File: src/rtl/hb_wb_master_pkg.sv
// Shared types and default constants for the hostbus-to-Wishbone master.
package hb_wb_master_pkg;

  typedef enum logic {
    ST_IDLE = 1'b0,
    ST_WAIT = 1'b1
  } state_e;

  localparam int          DEF_TIMEOUT  = 255;
  localparam logic [15:0] DEF_ERR_DATA = 16'hDEAD;

endpackage

File: src/rtl/hb_wb_master_if.sv
// Host request/response and global Wishbone signals bundled for the master.
interface hb_wb_master_if #(
  parameter int DATA_WIDTH = 16,
  parameter int ADDR_WIDTH = 16
);
  logic                  hb_req;
  logic                  hb_write;
  logic [ADDR_WIDTH-1:0] hb_addr;
  logic [DATA_WIDTH-1:0] hb_wrData;
  logic [DATA_WIDTH-1:0] hb_rdData;
  logic                  hb_done;
  logic                  hb_err;
  logic                  hb_busy;
  logic                  glob_cycle;
  logic                  glob_strobe;
  logic                  glob_write;
  logic                  glob_ack;
  logic [ADDR_WIDTH-1:0] glob_addr;
  logic [DATA_WIDTH-1:0] glob_wrData;
  logic [DATA_WIDTH-1:0] glob_rdData;

  modport master (
    input  hb_req, hb_write, hb_addr, hb_wrData, glob_ack, glob_rdData,
    output hb_rdData, hb_done, hb_err, hb_busy,
           glob_cycle, glob_strobe, glob_write, glob_addr, glob_wrData
  );

  modport slave (
    output hb_req, hb_write, hb_addr, hb_wrData, glob_ack, glob_rdData,
    input  hb_rdData, hb_done, hb_err, hb_busy,
           glob_cycle, glob_strobe, glob_write, glob_addr, glob_wrData
  );
endinterface

File: src/rtl/hb_wb_master_timeout.sv
// Ack-timeout counter: cleared on accept, counts unacked WAIT cycles.
module hb_wb_master_timeout
  import hb_wb_master_pkg::*;
#(
  parameter int TO_WIDTH = 8,
  parameter int TIMEOUT  = DEF_TIMEOUT
) (
  input  logic clk_i,
  input  logic rst_n_i,
  input  logic clr_i,
  input  logic en_i,
  output logic expire_o
);
  logic [TO_WIDTH-1:0] count_q, count_d;

  always_comb begin
    count_d = count_q;
    if (clr_i)     count_d = '0;
    else if (en_i) count_d = count_q + TO_WIDTH'(1);
  end

  always_ff @(posedge clk_i or negedge rst_n_i) begin
    if (!rst_n_i) count_q <= '0;
    else          count_q <= count_d;
  end

  assign expire_o = (count_q == TO_WIDTH'(TIMEOUT - 1));
endmodule

File: src/rtl/hb_wb_master.sv
// Turns each host request edge into exactly one classic Wishbone cycle,
// with a per-transfer ack timeout so unmapped addresses cannot hang the host.
//   state   | meaning
//   ST_IDLE | no transfer; waiting for a rising edge on hb_req
//   ST_WAIT | cyc/stb asserted, waiting for ack or timeout
module hb_wb_master
  import hb_wb_master_pkg::*;
#(
  parameter int                    DATA_WIDTH = 16,
  parameter int                    ADDR_WIDTH = 16,
  parameter int                    TO_WIDTH   = 8,
  parameter int                    TIMEOUT    = DEF_TIMEOUT,
  parameter logic [DATA_WIDTH-1:0] ERR_DATA   = DEF_ERR_DATA
) (
  input  logic           clk_i,
  input  logic           rst_n_i,
  hb_wb_master_if.master bus
);
  state_e                state_q, state_d;
  logic                  req_q;
  logic                  we_q, we_d;
  logic [ADDR_WIDTH-1:0] addr_q, addr_d;
  logic [DATA_WIDTH-1:0] wdata_q, wdata_d;
  logic [DATA_WIDTH-1:0] rdata_q, rdata_d;
  logic                  done_q, done_d;
  logic                  err_q, err_d;
  logic                  req_edge;
  logic                  to_clr, to_en, to_expire;

  assign req_edge = bus.hb_req & ~req_q;

  hb_wb_master_timeout #(
    .TO_WIDTH (TO_WIDTH),
    .TIMEOUT  (TIMEOUT)
  ) u_timeout (
    .clk_i    (clk_i),
    .rst_n_i  (rst_n_i),
    .clr_i    (to_clr),
    .en_i     (to_en),
    .expire_o (to_expire)
  );

  always_comb begin
    state_d = state_q;
    we_d    = we_q;
    addr_d  = addr_q;
    wdata_d = wdata_q;
    rdata_d = rdata_q;
    done_d  = 1'b0;
    err_d   = 1'b0;
    to_clr  = 1'b0;
    to_en   = 1'b0;
    unique case (state_q)
      ST_IDLE: begin
        if (req_edge) begin
          state_d = ST_WAIT;
          we_d    = bus.hb_write;
          addr_d  = bus.hb_addr;
          wdata_d = bus.hb_wrData;
          to_clr  = 1'b1;
        end
      end
      ST_WAIT: begin
        // Ack takes priority over a timeout expiring in the same cycle.
        if (bus.glob_ack) begin
          state_d = ST_IDLE;
          we_d    = 1'b0;
          done_d  = 1'b1;
          if (!we_q) rdata_d = bus.glob_rdData;
        end else if (to_expire) begin
          state_d = ST_IDLE;
          we_d    = 1'b0;
          done_d  = 1'b1;
          err_d   = 1'b1;
          rdata_d = ERR_DATA;
        end else begin
          to_en = 1'b1;
        end
      end
      default: state_d = ST_IDLE;
    endcase
  end

  always_ff @(posedge clk_i or negedge rst_n_i) begin
    if (!rst_n_i) begin
      state_q <= ST_IDLE;
      req_q   <= 1'b0;
      we_q    <= 1'b0;
      addr_q  <= '0;
      wdata_q <= '0;
      rdata_q <= '0;
      done_q  <= 1'b0;
      err_q   <= 1'b0;
    end else begin
      state_q <= state_d;
      req_q   <= bus.hb_req;
      we_q    <= we_d;
      addr_q  <= addr_d;
      wdata_q <= wdata_d;
      rdata_q <= rdata_d;
      done_q  <= done_d;
      err_q   <= err_d;
    end
  end

  // cyc/stb/busy come straight from the state flop so reset drops them at once.
  assign bus.glob_cycle  = (state_q == ST_WAIT);
  assign bus.glob_strobe = (state_q == ST_WAIT);
  assign bus.hb_busy     = (state_q == ST_WAIT);
  assign bus.glob_write  = we_q;
  assign bus.glob_addr   = addr_q;
  assign bus.glob_wrData = wdata_q;
  assign bus.hb_rdData   = rdata_q;
  assign bus.hb_done     = done_q;
  assign bus.hb_err      = err_q;
endmodule
File: src/flat_wrapper.sv
// flat-port wrapper written by rule: the top's interface ports become plain ports
module hb_wb_master_flat import hb_wb_master_pkg::*;
#(
  parameter int                    DATA_WIDTH = 16,
  parameter int                    ADDR_WIDTH = 16,
  parameter int                    TO_WIDTH   = 8,
  parameter int                    TIMEOUT    = DEF_TIMEOUT,
  parameter logic [DATA_WIDTH-1:0] ERR_DATA   = DEF_ERR_DATA
)
  (clk_i, rst_n_i, bus_hb_req, bus_hb_write, bus_hb_addr, bus_hb_wrData, bus_glob_ack, bus_glob_rdData, bus_hb_rdData, bus_hb_done, bus_hb_err, bus_hb_busy, bus_glob_cycle, bus_glob_strobe, bus_glob_write, bus_glob_addr, bus_glob_wrData);
  hb_wb_master_if #(.DATA_WIDTH(DATA_WIDTH), .ADDR_WIDTH(ADDR_WIDTH)) bus_i ();
  input  logic clk_i;
  input  logic rst_n_i;
  input wire logic [$bits(bus_i.hb_req)-1:0] bus_hb_req;
  input wire logic [$bits(bus_i.hb_write)-1:0] bus_hb_write;
  input wire logic [$bits(bus_i.hb_addr)-1:0] bus_hb_addr;
  input wire logic [$bits(bus_i.hb_wrData)-1:0] bus_hb_wrData;
  input wire logic [$bits(bus_i.glob_ack)-1:0] bus_glob_ack;
  input wire logic [$bits(bus_i.glob_rdData)-1:0] bus_glob_rdData;
  output wire logic [$bits(bus_i.hb_rdData)-1:0] bus_hb_rdData;
  output wire logic [$bits(bus_i.hb_done)-1:0] bus_hb_done;
  output wire logic [$bits(bus_i.hb_err)-1:0] bus_hb_err;
  output wire logic [$bits(bus_i.hb_busy)-1:0] bus_hb_busy;
  output wire logic [$bits(bus_i.glob_cycle)-1:0] bus_glob_cycle;
  output wire logic [$bits(bus_i.glob_strobe)-1:0] bus_glob_strobe;
  output wire logic [$bits(bus_i.glob_write)-1:0] bus_glob_write;
  output wire logic [$bits(bus_i.glob_addr)-1:0] bus_glob_addr;
  output wire logic [$bits(bus_i.glob_wrData)-1:0] bus_glob_wrData;
  assign bus_i.hb_req = bus_hb_req;
  assign bus_i.hb_write = bus_hb_write;
  assign bus_i.hb_addr = bus_hb_addr;
  assign bus_i.hb_wrData = bus_hb_wrData;
  assign bus_i.glob_ack = bus_glob_ack;
  assign bus_i.glob_rdData = bus_glob_rdData;
  assign bus_hb_rdData = bus_i.hb_rdData;
  assign bus_hb_done = bus_i.hb_done;
  assign bus_hb_err = bus_i.hb_err;
  assign bus_hb_busy = bus_i.hb_busy;
  assign bus_glob_cycle = bus_i.glob_cycle;
  assign bus_glob_strobe = bus_i.glob_strobe;
  assign bus_glob_write = bus_i.glob_write;
  assign bus_glob_addr = bus_i.glob_addr;
  assign bus_glob_wrData = bus_i.glob_wrData;
  hb_wb_master #(.DATA_WIDTH(DATA_WIDTH), .ADDR_WIDTH(ADDR_WIDTH), .TO_WIDTH(TO_WIDTH), .TIMEOUT(TIMEOUT), .ERR_DATA(ERR_DATA)) u_core (.clk_i(clk_i), .rst_n_i(rst_n_i), .bus(bus_i));
endmodule
File: config.mk
export PLATFORM = sky130hd
export DESIGN_NAME = hb_wb_master_flat
export DESIGN_NICKNAME = d
export VERILOG_FILES = /design/src/rtl/hb_wb_master_pkg.sv /design/src/rtl/hb_wb_master_if.sv /design/src/rtl/hb_wb_master_timeout.sv /design/src/rtl/hb_wb_master.sv /design/src/flat_wrapper.sv
export SDC_FILE = /design/constraint.sdc
export NUM_CORES = 1
export LEC_CHECK = 0
export CORE_ASPECT_RATIO = 0.9
export CORE_UTILIZATION = 40
export DETAILED_ROUTE_END_ITERATION = 8
export GPL_ROUTABILITY_DRIVEN = 0
export PLACE_DENSITY_LB_ADDON = 0.15
export RECOVER_POWER = 25
export SYNTH_ARGS = -nofsm -noshare
export SYNTH_HDL_FRONTEND = slang
export SYNTH_SLANG_ARGS = --single-unit
File: constraint.sdc
create_clock -name clk_i -period 3.8 [get_ports clk_i]
set_input_delay 0.38 -clock clk_i [delete_from_list [all_inputs] [get_ports clk_i]]
set_output_delay 0.38 -clock clk_i [all_outputs]
set_load 0.02 [all_outputs]
==> results.json, run 1 <==
{
  "outcome": "complete, but fails checks",
  "violations": "max-capacitance violations, max-slew violations",
  "async_reset_ff_share_pct": 100,
  "final_util_pct": 63.1,
  "cts_resized": 0,
  "synthCells": 244,
  "first_pass_iters": 4,
  "ctsRootBufferMaster": "clkbuf_8",
  "cts_setup_buffers": 0,
  "slew_violations": 32,
  "syn_avg_cell_area_um2": 10.3,
  "fin_nets": 407,
  "worstSkewPairLatency_ns": 0.33,
  "grt_pass1_vias": 2051,
  "layout-drive-gt1-share_pct": 8.12,
  "io_buffers": 106,
  "drtAntennaViolNets": 0,
  "coreArea_um2": 6080,
  "synth.top_cell.area_share_pct": 60.7,
  "crit_path_top_delay_cell": "clkdlybuf4s50_1",
  "cp_max_fo": 11,
  "end_kind": "output port",
  "cts.sinks": 61,
  "cp-start-kind": "flop",
  "finalWorstSetupSlack_ns": 1.80,
  "n_antenna_cell": 0,
  "leakage_nw": 1.77,
  "crit_chain": "clkdlybuf4s50_1",
  "nFillCells": 517,
  "yosys_warnings": 0,
  "dp_hpwl_um": 3890,
  "die_area_um2": 6610,
  "grt-ovfl-total": 0,
  "slew_headroom_pct": -13.7,
  "tightest_slew_ns": 1.71,
  "multi_input_area_um2": 905,
  "placed_area_um2": 3610,
  "finalSetupViolCount": 0,
  "grt_pass1_wl_um": 9840,
  "cts_buffers": 9,
  "die_y_um": 77.2,
  "rsz0062_at_grt": "false",
  "drt-total-wl_um": 5750,
  "drtIter0Drc": 106,
  "antenna_found_initial": 0,
  "dpl_worst_slack_ns": 1.74,
  "holdWs_ns": 0.473,
  "synth.cell_area_um2": 2510,
  "path_class": "reg2out",
  "start_util_pct": 41.3,
  "vias_per_cell": 4.89,
  "ys_ff_latch": 61,
  "grt_max_degree": 41,
  "syn_nets": 299,
  "final.setup.tns_ns": 0,
  "critPathMaxStageDelay_ns": 0.69,
  "crit_family": "buffers and inverters",
  "post-route-min-period_ns": 2.00,
  "max_cap_violations": 1,
  "fmax_mhz": 501,
  "cts_max_path_buffers": 2,
  "required_ns": 3.42,
  "hp-class": "reg2reg",
  "yosys.area.top_type": "dfrtp_1",
  "syn_to_final_growth_pct": 52.7,
  "drc": 0,
  "cts_tree": "done",
  "avgRoutedWirePerCell_um": 13.4,
  "synth-edff-count": 0,
  "fin_crit_sh_pct": 52.5,
  "synth_ff_type": "dfrtp_1",
  "ios": 107,
  "die_w_um": 85.6,
  "yosys-top-cells-area": "dfrtp_1, nand2_1, a2bb2oi_2",
  "cts_hold_buf": 0,
  "ys_types": 35,
  "finalClockSkew_ns": 0.00674,
  "cp_data_arrival_time_ns": 1.62,
  "regArea_um2": 1530,
  "path_buf_inv": 1,
  "vias": 2098,
  "irDropWorstVdd_mv": 0.296,
  "powerDensity_nw_per_um2": 577,
  "grt_util_all_layers_pct": 19.2,
  "num_rows": 27,
  "yosysSeqAreaShare_pct": 60.7,
  "htreeDepth": 3,
  "final_cell_area_um2": 3840,
  "clk_pin_slew_worst_paths_ns": 0.06,
  "hold_violations": 0
}
[power breakdown]
| part | total, mW | internal, mW | switching (mW) |
|---|---|---|---|
| Sequential | 0.879 | 0.786 | 0.0934 |
| Clock | 0.640 | 0.403 | 0.237 |
| Combinational | 0.696 | 0.362 | 0.333 |
[area by class of cell]
type                            count  area share, %
Sequential cell                    61           39.8
Timing Repair Buffer              109           28.1
Multi-Input combinational cell    167           23.6
Clock buffer                       12           4.04
Tap cell                           72           2.35
Clock inverter                      4           1.83
Inverter                            4          0.391
[cell usage in the layout, fill, tap and decap left out]
master and instances:
dlygate4sd3_1 1, clkinv_2 2, clkbuf_1 2, ha_1 2, o31ai_1 2, o22a_1 6, inv_1 4, xor2_1 1
and2b_1 1, nand2_1 105, nor2b_1 2, nand3_1 5, and4b_1 1, o21a_4 1, nor3_4 1, o21ai_2 1
and3_1 1, a21oi_1 1, and2_1 3, nand3_2 1, o211ai_2 1, dfrtp_1 61, nor2_1 3, bufinv_16 2
buf_4 3, o21ai_0 5, o21ai_1 1, o21a_1 1, nand4_4 1, a2bb2oi_2 5, nor3_1 1, nand4_1 1
o22ai_1 5, clkbuf_8 11, a211oi_1 1, clkdlybuf4s50_1 104, a22o_1 5, o211ai_1 3
[metal layers]
layer  vias up  track usage, %  share of wire, %
met2        90            27.5                41
met1       971            26.2                48
met4         0            9.00               2.1
met5         -               0                 0
li1       1026               -                 -
met3        11            6.35               8.9
[sequential cells by signal, summed over array words and instances (netlist names)]
register                  flops
u_core.bus.glob_addr         16
u_core.bus.glob_cycle         1
u_core.bus.glob_wrData       16
u_core.bus.glob_write         1
u_core.bus.hb_done            1
u_core.bus.hb_err             1
u_core.bus.hb_rdData         16
u_core.req_q                  1
u_core.u_timeout.count_q      8
[synth_stat cells, drive strengths merged (3+ instances only)]
| cell type | number |
|---|---|
| a22o | 5 |
| a2bb2oi | 5 |
| and2 | 3 |
| buf | 9 |
| clkbuf | 3 |
| dfrtp | 61 |
| inv | 4 |
| nand2 | 105 |
| nand3 | 6 |
| nor2 | 3 |
| o211ai | 4 |
| o21ai | 7 |
| o22a | 6 |
| o22ai | 5 |
[final timing paths]
check	from	end	cells past startpoint	slack [ns]
setup / recovery	u_core.bus.glob_cycle$_DFF_PN0_	bus_glob_cycle	1	1.80
hold / removal	u_core.bus.glob_addr[11]$_DFFE_PN0P_	u_core.bus.glob_addr[11]$_DFFE_PN0P_	2	0.47
setup reg to reg	u_core.u_timeout.count_q[0]$_DFFE_PN0P_	u_core.bus.hb_rdData[13]$_DFFE_PN0P_	6	2.12
hold reg to reg	u_core.bus.glob_addr[11]$_DFFE_PN0P_	u_core.bus.glob_addr[11]$_DFFE_PN0P_	2	0.47
max in group asynchronous	rst_n_i	u_core.bus.hb_rdData[13]$_DFFE_PN0P_	2	2.11
min in group asynchronous	rst_n_i	u_core.bus.hb_rdData[2]$_DFFE_PN0P_	1	0.49
[through the flow]
stage	instances	total power [mW]
floorplan	244	1.22
global placement	413	1.58
detailed placement	413	1.59
CTS	429	2.24
global route	429	2.33
finish	429	2.22
[kinds of logic after synthesis]
kind of cell             share of synthesized area, %
adder cells (fa/ha/maj)                         0.995
AO/OA/AOI/OAI                                    13.0
flip-flops                                       60.7
XOR/XNOR                                        0.348
buffers and inverters                            3.28
AND/OR/NAND/NOR                                  21.7
Note: power is estimated with default switching activity, not from simulation.
==> run 2: changes to the inputs <==
Clock period 3.8 ns to 2 ns, I/O delays scaled along.
==> results.json, run 2 (same netlist as run 1, synthesis figures left out) <==
{
  "vias": 2047,
  "coreArea_um2": 6080,
  "crit_path_top_delay_cell": "clkdlybuf4s50_1",
  "cp_data_arrival_time_ns": 1.62,
  "grt_util_all_layers_pct": 18.5,
  "final_common_cell": "nand2_1",
  "cts_tree": "done",
  "hp-class": "in2reg",
  "vias_per_cell": 4.75,
  "crit_family": "buffers and inverters",
  "final_cell_mix": "nand2_1, clkdlybuf4s50_1, dfrtp_1",
  "rr_worst_depth": 6,
  "start_util_pct": 41.3,
  "crit_start": "u_core.bus.glob_cycle$_DFF_PN0_",
  "outcome": "finished clean",
  "n_antenna_cell": 0,
  "tightest_slew_ns": 1.31,
  "die_area_um2": 6610,
  "syn_to_final_growth_pct": 52.3,
  "r2r_end": "u_core.bus.hb_rdData[13]$_DFFE_PN0P_",
  "end_kind": "output port",
  "htreeDepth": 3,
  "cts.sinks": 61,
  "rrSetupSlack_ns": 0.34,
  "rsz0062_at_grt": "false",
  "multi_input_area_um2": 905,
  "cts_buffers": 9,
  "final_util_pct": 62.9,
  "ios": 107,
  "drtIter0Drc": 80,
  "fin_crit_sh_pct": 90.9,
  "hold_violations": 0,
  "first_pass_iters": 4,
  "avgRoutedWirePerCell_um": 12.9,
  "grt-ovfl-total": 0,
  "cts_resized": 0,
  "drc": 0,
  "slew_violations": 0,
  "crit_chain": "clkdlybuf4s50_1",
  "fin_nets": 410,
  "irDropWorstVdd_mv": 0.430,
  "holdWs_ns": 0.401,
  "finalClockSkew_ns": 0.00619,
  "r2r_start": "u_core.u_timeout.count_q[0]$_DFFE_PN0P_",
  "hold_depth": 3,
  "dp_hpwl_um": 3820,
  "fmax_mhz": 550,
  "nFillCells": 499,
  "final_cell_area_um2": 3830,
  "worstSkewPairLatency_ns": 0.32,
  "grt_max_degree": 62,
  "regArea_um2": 1530,
  "critPathMaxStageDelay_ns": 0.69,
  "clk_pin_slew_worst_paths_ns": 0.06,
  "die_w_um": 85.6,
  "drtAntennaViolNets": 0,
  "path_buf_inv": 1,
  "grt_pass1_wl_um": 9470,
  "cp-start-kind": "flop",
  "io_buffers": 106,
  "max_cap_violations": 0,
  "final.setup.tns_ns": 0,
  "finalPower_mw": 3.96,
  "post-route-min-period_ns": 1.82,
  "cts_max_path_buffers": 2,
  "antenna_found_initial": 0,
  "placed_area_um2": 3650,
  "grt_pass1_vias": 2008,
  "ctsRootBufferMaster": "clkbuf_8",
  "cts_hold_buf": 1,
  "cts_setup_buffers": 0,
  "powerDensity_nw_per_um2": 1030,
  "cp-endpoint": "bus_glob_cycle",
  "num_rows": 27,
  "cp_max_fo": 11,
  "layout-drive-gt1-share_pct": 8.36,
  "path_class": "reg2out",
  "cp.depth": 1,
  "die_y_um": 77.2,
  "slew_headroom_pct": 12.5,
  "drt-total-wl_um": 5560,
  "required_ns": 1.80,
  "finalSetupViolCount": 0,
  "leakage_nw": 1.77
}
==> run 2: cell types whose count changed in the layout (fill, tap and decap cells not counted), sizes merged <==
cell,before,now
dlygate4sd3,1,2
bufinv,2,0
buf,3,6
clkinv,2,1
clkbuf,13,14
==> run 2: power breakdown <==
part           internal (mW)  switching (mW)  leakage (nW)  total, mW
registers               1.49           0.178         0.757       1.67
logic                  0.696           0.634         0.919       1.33
clock network          0.543           0.415        0.0926      0.959
total                   2.73            1.23          1.77       3.96
==> run 2: final cells by class <==
type                            count  share of cell area (%)
Sequential cell                    61                    39.9
Timing Repair Buffer              112                    29.1
Multi-Input combinational cell    167                    23.6
Clock buffer                       14                    4.51
Tap cell                           72                    2.35
Inverter                            4                   0.392
Clock inverter                      1                   0.131
==> run 2: metrics by stage <==
step	instances	setup slack, ns
final	431	0.182
after global routing	431	0.106
after CTS	431	0.174
after detailed placement	415	0.303
after global placement	415	0.337
after floorplan	244	0.619
==> run 2: worst min path at each step <==
stage / slack, ns / from / end
floorplan: -0.1 / rst_n_i / u_core.bus.glob_addr[0]$_DFFE_PN0P_
global placement: 0.24 / rst_n_i / u_core.bus.hb_rdData[7]$_DFFE_PN0P_
detailed placement: 0.23 / rst_n_i / u_core.bus.hb_rdData[7]$_DFFE_PN0P_
CTS: 0.36 / bus_hb_req / u_core.req_q$_DFF_PN0_
global route: 0.39 / bus_hb_wrData[1] / u_core.bus.glob_wrData[1]$_DFFE_PN0P_
finish: 0.40 / bus_hb_wrData[0] / u_core.bus.glob_wrData[0]$_DFFE_PN0P_
==> run 2: layer usage <==
metal / routed length [um] / GRT usage (%) / part of all wire [%] / vias up
li1: - / - / - / 1033
met1: 2670 / 25.4 / 48 / 923
met2: 2340 / 25.2 / 42 / 81
met3: 451 / 6.67 / 8.1 / 10
met4: 99 / 9.83 / 1.8 / 0
met5: 0 / 0 / 0 / -
==> run 3: changes to the inputs <==
Settings changed: CAP_MARGIN set to 30.
==> results of run 3 <==
The final DEF is identical to that of run 2; final timing and power are the same.
